==> config.mk <==
export PLATFORM = sky130hd
export DESIGN_NAME = if_prefetch_queue
export DESIGN_NICKNAME = d
export VERILOG_FILES = /design/src/rtl/sys_defs.sv /design/src/rtl/if_prefetch_queue.sv
export SDC_FILE = /design/constraint.sdc
export NUM_CORES = 1
export LEC_CHECK = 0
export BUFFER_PORTS_ARGS = -buffer_cell sky130_fd_sc_hd__buf_4
export CORE_MARGIN = 3
export CORE_UTILIZATION = 40
export DETAILED_ROUTE_END_ITERATION = 6
export HOLD_SLACK_MARGIN = 0.03
export PLACE_DENSITY_LB_ADDON = 0.1
export SYNTH_ARGS = -nofsm -noshare
export SYNTH_HDL_FRONTEND = slang
export SYNTH_SLANG_ARGS = --single-unit
==> constraint.sdc <==
create_clock -name clk -period 14.58 [get_ports clk]
set_input_delay 0.729 -clock clk [delete_from_list [all_inputs] [get_ports clk]]
set_output_delay 0.729 -clock clk [all_outputs]
set_load 0.03 [all_outputs]
==> src/rtl/sys_defs.sv <==
// Shared processor definitions: bus command encodings, memory tag width, XLEN.
// Also holds the prefetch entry record used by the fetch front end.
package sys_defs;

  localparam int XLEN  = 32;
  localparam int TAG_W = 4;

  typedef enum logic [1:0] {
    BUS_NONE  = 2'h0,
    BUS_LOAD  = 2'h1,
    BUS_STORE = 2'h2
  } bus_cmd_e;

  typedef struct packed {
    logic [XLEN-1:0]  pc;
    logic [XLEN-1:0]  data;
    logic [TAG_W-1:0] tag;
    logic             alloc;
    logic             filled;
  } pq_entry_t;

endpackage

==> src/rtl/if_prefetch_queue.sv <==
// In-order instruction prefetch queue: issues tagged loads, matches out-of-order returns,
// releases words in program order; redirect flushes and marks in-flight tags stale.
module if_prefetch_queue
  import sys_defs::*;
#(
  parameter int              DEPTH    = 4,
  parameter logic [XLEN-1:0] RESET_PC = 32'h0000_0000
) (
  input  logic              clk,
  input  logic              rst,
  output logic [XLEN-1:0]   proc2Imem_addr,
  output bus_cmd_e          proc2Imem_command,
  input  logic [TAG_W-1:0]  Imem2proc_response,
  input  logic [XLEN-1:0]   Imem2proc_data,
  input  logic [TAG_W-1:0]  Imem2proc_tag,
  output logic              inst_valid,
  output logic [XLEN-1:0]   inst,
  output logic [XLEN-1:0]   inst_pc,
  input  logic              inst_ready,
  input  logic              redirect,
  input  logic [XLEN-1:0]   redirect_pc
);

  localparam int PTR_W = (DEPTH > 1) ? $clog2(DEPTH) : 1;
  localparam int CNT_W = $clog2(DEPTH + 1);

  pq_entry_t        ent_q [DEPTH];
  pq_entry_t        ent_d [DEPTH];
  logic [PTR_W-1:0] head_q, head_d, tail_q, tail_d;
  logic [CNT_W-1:0] count_q, count_d;
  logic [XLEN-1:0]  fetch_pc_q, fetch_pc_d;
  logic [15:1]      stale_q, stale_d;

  logic             issue, pop, ret_hit, stale_hit;
  logic [PTR_W-1:0] ret_idx;

  // Gating uses the registered count only, so a pop never frees a slot for the same cycle.
  assign proc2Imem_command = (!rst && !redirect && (count_q < CNT_W'(DEPTH))) ? BUS_LOAD : BUS_NONE;
  assign proc2Imem_addr    = fetch_pc_q;
  assign inst_valid        = !rst && !redirect && ent_q[head_q].alloc && ent_q[head_q].filled;
  assign inst              = rst ? '0 : ent_q[head_q].data;
  assign inst_pc           = rst ? '0 : ent_q[head_q].pc;

  always_comb begin
    ent_d      = ent_q;
    head_d     = head_q;
    tail_d     = tail_q;
    count_d    = count_q;
    fetch_pc_d = fetch_pc_q;
    stale_d    = stale_q;
    ret_hit    = 1'b0;
    ret_idx    = '0;

    for (int i = 0; i < DEPTH; i++) begin
      if ((Imem2proc_tag != '0) && ent_q[i].alloc && !ent_q[i].filled &&
          (ent_q[i].tag == Imem2proc_tag)) begin
        ret_hit = 1'b1;
        ret_idx = PTR_W'(i);
      end
    end

    stale_hit = (Imem2proc_tag != '0) && !ret_hit && stale_q[Imem2proc_tag];
    issue     = (proc2Imem_command == BUS_LOAD) && (Imem2proc_response != '0);
    pop       = inst_valid && inst_ready;

    if (stale_hit) stale_d[Imem2proc_tag] = 1'b0;

    if (redirect) begin
      // A tag returning in the redirect cycle is already home and must not be marked stale.
      for (int i = 0; i < DEPTH; i++) begin
        if (ent_q[i].alloc && !ent_q[i].filled && !(ret_hit && (ret_idx == PTR_W'(i))))
          stale_d[ent_q[i].tag] = 1'b1;
        ent_d[i].alloc  = 1'b0;
        ent_d[i].filled = 1'b0;
      end
      head_d     = '0;
      tail_d     = '0;
      count_d    = '0;
      fetch_pc_d = redirect_pc;
    end else begin
      if (ret_hit) begin
        ent_d[ret_idx].data   = Imem2proc_data;
        ent_d[ret_idx].filled = 1'b1;
      end
      if (pop) begin
        ent_d[head_q].alloc  = 1'b0;
        ent_d[head_q].filled = 1'b0;
        head_d               = head_q + PTR_W'(1);
      end
      if (issue) begin
        ent_d[tail_q].alloc  = 1'b1;
        ent_d[tail_q].filled = 1'b0;
        ent_d[tail_q].tag    = Imem2proc_response;
        ent_d[tail_q].pc     = fetch_pc_q;
        tail_d               = tail_q + PTR_W'(1);
        fetch_pc_d           = fetch_pc_q + XLEN'(4);
      end
      count_d = count_q + CNT_W'(issue) - CNT_W'(pop);
    end
  end

  always_ff @(posedge clk or posedge rst) begin
    if (rst) begin
      for (int i = 0; i < DEPTH; i++) ent_q[i] <= '0;
      head_q     <= '0;
      tail_q     <= '0;
      count_q    <= '0;
      fetch_pc_q <= RESET_PC;
      stale_q    <= '0;
    end else begin
      for (int i = 0; i < DEPTH; i++) ent_q[i] <= ent_d[i];
      head_q     <= head_d;
      tail_q     <= tail_d;
      count_q    <= count_d;
      fetch_pc_q <= fetch_pc_d;
      stale_q    <= stale_d;
    end
  end

endmodule

# Yosys cells after proc, flatten, opt, wreduce, memory -nomap -nowiden

Index checks and enable logic that the tools add are counted.
W data, S select, Z words.

Bits in registers: 319
Output and inout port bits: 99
Bits of input ports: 76

Eq/ne operators: 5
Bitwise logic cells: 3
Reductions and logical operators: 31
$add $sub $neg: 5
Multiplexer cells: 53
Magnitude comparators: 7

Operator list:

| operator                | number |
|---|---|
| $bwmux W280             | 8 |
| $mux W280               | 5 |
| $demux W70 S2           | 8 |
| $mux W70                | 3 |
| $bmux W70 S2            | 1 |
| $mux W32                | 4 |
| $mux W38                | 1 |
| $add A32 B3 Y32 const B | 1 |
| $mux W2                 | 12 |
| $logic_and A1 B1 Y1     | 21 |
| $eq A4 B4 Y1            | 4 |
| $ge A3 B3 Y1 const B    | 3 |
| $lt A3 B1 Y1 const B    | 3 |
| $mux W1                 | 9 |
| $not A2 Y3              | 3 |
| $reduce_bool A4 Y1      | 2 |
| $logic_not A1 Y1        | 6 |
| $mux W6                 | 1 |
| $add A2 B1 Y2 const B   | 2 |
| $reduce_bool A2 Y1      | 2 |
| $add A3 B1 Y3           | 1 |
| $lt A3 B3 Y1 const B    | 1 |
| $mux W3                 | 1 |
| $sub A3 B1 Y3           | 1 |
| $eq A1 B1 Y1 const B    | 1 |

# Depth between registers and ports, before layout

Depth after elaboration: 26
Mapped depth: 13
Gate-level depth less buffers: 11

# Worst setup path after synthesis

Ideal clock, no wire load.

Kind: input port to output port
Start: in rst
End: out inst_pc[22]
Data arrival time: 11192 ps
Path buffers: 1
Setup slack: 2659 ps
Stages: 3
Required time: 13851 ps
Path through: inv_1 -> clkbuf_1 -> and2_1

Cells in the longest elaborated chain, start to end: 1

Ends and longest elaborated chain:

| what        | line                    | source |
|---|---|---|
| from (decl) | if_prefetch_queue.sv:10 | `input logic rst,` |
| $mux W32    | if_prefetch_queue.sv:42 | `assign inst_pc = rst ? '0 : ent_q[head_q].pc;` |
| to (decl)   | if_prefetch_queue.sv:18 | `output logic [XLEN-1:0] inst_pc,` |

No other way between the ends.

# Final worst setup path

Start: reg head_q[0]
End: out inst_pc[26]

Cells in the longest elaborated chain, start to end: 5

Ends and longest elaborated chain:

| what                                        | line                     | source |
|---|---|---|
| from (decl)                                 | if_prefetch_queue.sv:29  | `logic [PTR_W-1:0] head_q, head_d, tail_q, tail_d;` |
| from (signal assigned)                      | if_prefetch_queue.sv:105 | `head_q <= '0;` |
| from (signal assigned)                      | if_prefetch_queue.sv:112 | `head_q <= head_d;` |
| $not A2 Y3 (not written as such)            | if_prefetch_queue.sv:42  |  |
| $bmux W70 S2                                | if_prefetch_queue.sv:42  |  |
| $mux W70 (not written as such) (2 in a row) | if_prefetch_queue.sv:42  |  |
| $mux W32                                    | if_prefetch_queue.sv:42  |  |

No other way between the ends. The select of a mux whose other input is x is not followed.

==> impl_metrics.py <==
metrics = {
    "synthesis": {
        "yosysTopAreaCellShare_pct": 52.9,
        "synth_fp_nets": 1196,
        "yosysUniqueCellTypes": 58,
        "synth_most_common_cell": "dfrtp_1",
        "ys.warnings.count": 0,
        "async_reset_ff_share_pct": 100,
        "syn_inst": 1108,
        "syn_area_um2": 15100,
        "synth_ff_type": "dfrtp_1",
        "synthTopCellsByCount": "dfrtp_1, mux2_2, nand2_1",
        "synth_top_area_cell": "dfrtp_1",
        "postSynthAreaPerCell_um2": 13.6,
        "seq_area_frac_synth_pct": 52.9,
        "synthTopCellsByArea": "dfrtp_1, mux2_2, mux4_2, mux2_4, and2_1",
        "synth_edf_count": 0,
        "synth_seq_cells": 319,
    },
    "final_layout": {
        "n_antenna_cell": 0,
        "stdcell_area_um2": 18100,
        "drive_above_1_share_pct": 45.5,
        "area_delta_synth_final_pct": 20.1,
        "nNetsFinal": 1342,
    },
    "worst_setup_path": {
        "path_cells": "buf_4 -> mux4_2 -> and2_1 -> buf_4",
        "cp-start-kind": "flop",
        "critPathCaptureType": "output pin",
        "arrival_ns": 3.17,
        "criticalPathCategory": "reg2out",
        "crit_required_ns": 13.85,
        "critPathBufInv": 2,
        "critPathTopFamily": "buffers and inverters",
        "cp_max_fo": 38,
        "cpMostUsedCell": "buf_4",
        "cp_slowest_stage_delay_ns": 0.87,
        "slowest_stage": "dfrtp_4",
    },
    "floorplan": {
        "die_h_um": 200,
        "io_pins": 175,
        "rows": 70,
        "floorplan.initialDensity_pct": 40.9,
        "die_w_um": 200,
        "core_area_um2": 36900,
        "dieArea_um2": 40100,
    },
    "placed_design": {
        "hpwl_um": 22700,
        "place.gp.congestion": 0.761,
        "placed_cell_area_um2": 16800,
        "port_buffers": 173,
    },
    "timing": {
        "rsz0062_at_grt": "false",
        "setup_tns_ns": 0,
        "hold_violations": 0,
        "slew_viol_final": 0,
        "fin_worst_skew_ns": 0.0142,
        "relSlewSlack_pct": 18.0,
        "post-route-min-period_ns": 3.90,
        "finalSetupViolCount": 0,
        "max_clock_freq_mhz": 256,
        "finalCritPeriodShare_pct": 26.8,
        "tightest_slew_ns": 1.23,
    },
    "route": {
        "dr.pass1.iters": 4,
        "viasPerCell": 5.26,
        "wire_per_inst_um": 20.4,
        "vias": 9386,
        "drt_iter0_drc": 466,
        "routed_wl_um": 36500,
        "drc": 0,
        "drtAntennaViolNets": 0,
    },
    "power_and_ir_drop": {
        "p_per_area_nw_per_um2": 156,
        "leakagePower_nw": 8.45,
        "peakVddDrop_v": 0.0000856,
    },
    "cts": {
        "cts_buffers": 37,
        "cts_root_buf": "clkbuf_16",
        "clockBufferDepth": 3,
        "hold_buffers": 0,
        "cts_tree": "yes",
        "clock_sinks": 319,
        "clk_pin_slew_worst_paths_ns": 0.05,
        "htree_levels": 2,
        "post_cts_buffers": 0,
        "clock_latency_ns": 0.53,
        "postCtsResizedCells": 0,
    },
    "global_route": {
        "grt_pass1_vias": 9918,
        "antenna_found_initial": 0,
        "gr-total-overflow": 0,
        "grt_max_degree": 150,
        "grt_usage_pct": 18.2,
        "grt_pass1_wl_um": 58500,
    },
    "run": {
        "max_cap_violations": 0,
    },
    "min_path": {
        "hp-class": "in2async",
    },
    "status": {
        "status": "finished clean",
    },
}
[placed cells by master, fill, tap and decap left out, drive strengths merged, types with 4 or more instances in the layout]
cell type	instances
nand2	80
xnor2	5
nor3	7
and2	71
mux2	249
or3	4
o311ai	10
nor2	26
clkinv	9
mux4	65
nor3b	4
xor2	11
a21oi	9
ha	11
nand4	10
inv	15
bufinv	4
o21ai	43
a31oi	7
buf	188
dfrtp	319
nand3	24
clkbuf	54
nor4	6
o211ai	11
[registers in the layout, indices dropped and copies added, names as in the netlist]
name            cells
tail_q              2
count_q             3
proc2Imem_addr     32
head_q              2
ent_q             280
[through the flow]
| stage | util [%] | worst slack (ns) | cells | total power [W] | hold WS [ns] |
|---|---|---|---|---|---|
| after detailed placement | 45.7 | 10.22 | 1719 | 0.00188 | 0.465 |
| final | 49.2 | 10.68 | 1786 | 0.00283 | 0.340 |
| after CTS | 49.2 | 10.55 | 1786 | 0.00287 | 0.364 |
| after floorplan | - | 1.07 | 1108 | 0.00168 | 0.445 |
| after global placement | 45.7 | 10.32 | 1719 | 0.00186 | 0.457 |
| after global routing | 49.2 | 10.43 | 1786 | 0.00298 | 0.388 |
[final timing paths]
path	start	endpoint	slack, ns	depth (start not counted)
worst min-delay path	rst	ent_q[2]	0.34	2
worst max-delay path	head_q[0]	inst_pc[26]	10.68	4
worst min register to register	ent_q[275]	ent_q[275]	0.48	2
max in group asynchronous	rst	ent_q[40]	13.05	3
min in group clk	redirect_pc[4]	proc2Imem_addr[4]	0.40	3
worst max register to register	count_q[2]	count_q[2]	10.97	12
[kinds of logic after synthesis]
| logic type | share of synthesized area (%) |
|---|---|
| AOI/OAI and AO/OA | 4.39 |
| xor gates and xnor gates | 0.928 |
| adders and majority gates | 1.04 |
| buffers and inverters | 2.83 |
| DFF | 52.9 |
| muxes | 29.2 |
| other | 0.0248 |
| and+or+nand+nor | 8.68 |
[power breakdown]
| part | internal [W] | switching (W) |
|---|---|---|
| Sequential | 0.00111 | 0.000132 |
| Clock | 0.000605 | 0.000368 |
| Combinational | 0.000345 | 0.000267 |
[metal layers]
| metal | wire, um | vias to the layer above | track usage [%] |
|---|---|---|---|
| li1 | - | 4309 | - |
| met1 | 17000 | 4837 | 25.6 |
| met2 | 16800 | 188 | 28.6 |
| met3 | 1830 | 52 | 4.10 |
| met4 | 783 | 0 | 4.92 |
| met5 | 0 | - | 0 |
[layout make-up]
| cell class | count | area, um2 |
|---|---|---|
| Fill cell | 3333 | 18700 |
| Sequential cell | 319 | 7990 |
| Multi-Input combinational cell | 693 | 6720 |
| Timing Repair Buffer | 188 | 1440 |
| Clock buffer | 54 | 1120 |
| Tap cell | 504 | 631 |
| Clock inverter | 13 | 169 |
| Inverter | 15 | 63.8 |
No activity file was read; power rests on OpenSTA's default activity.
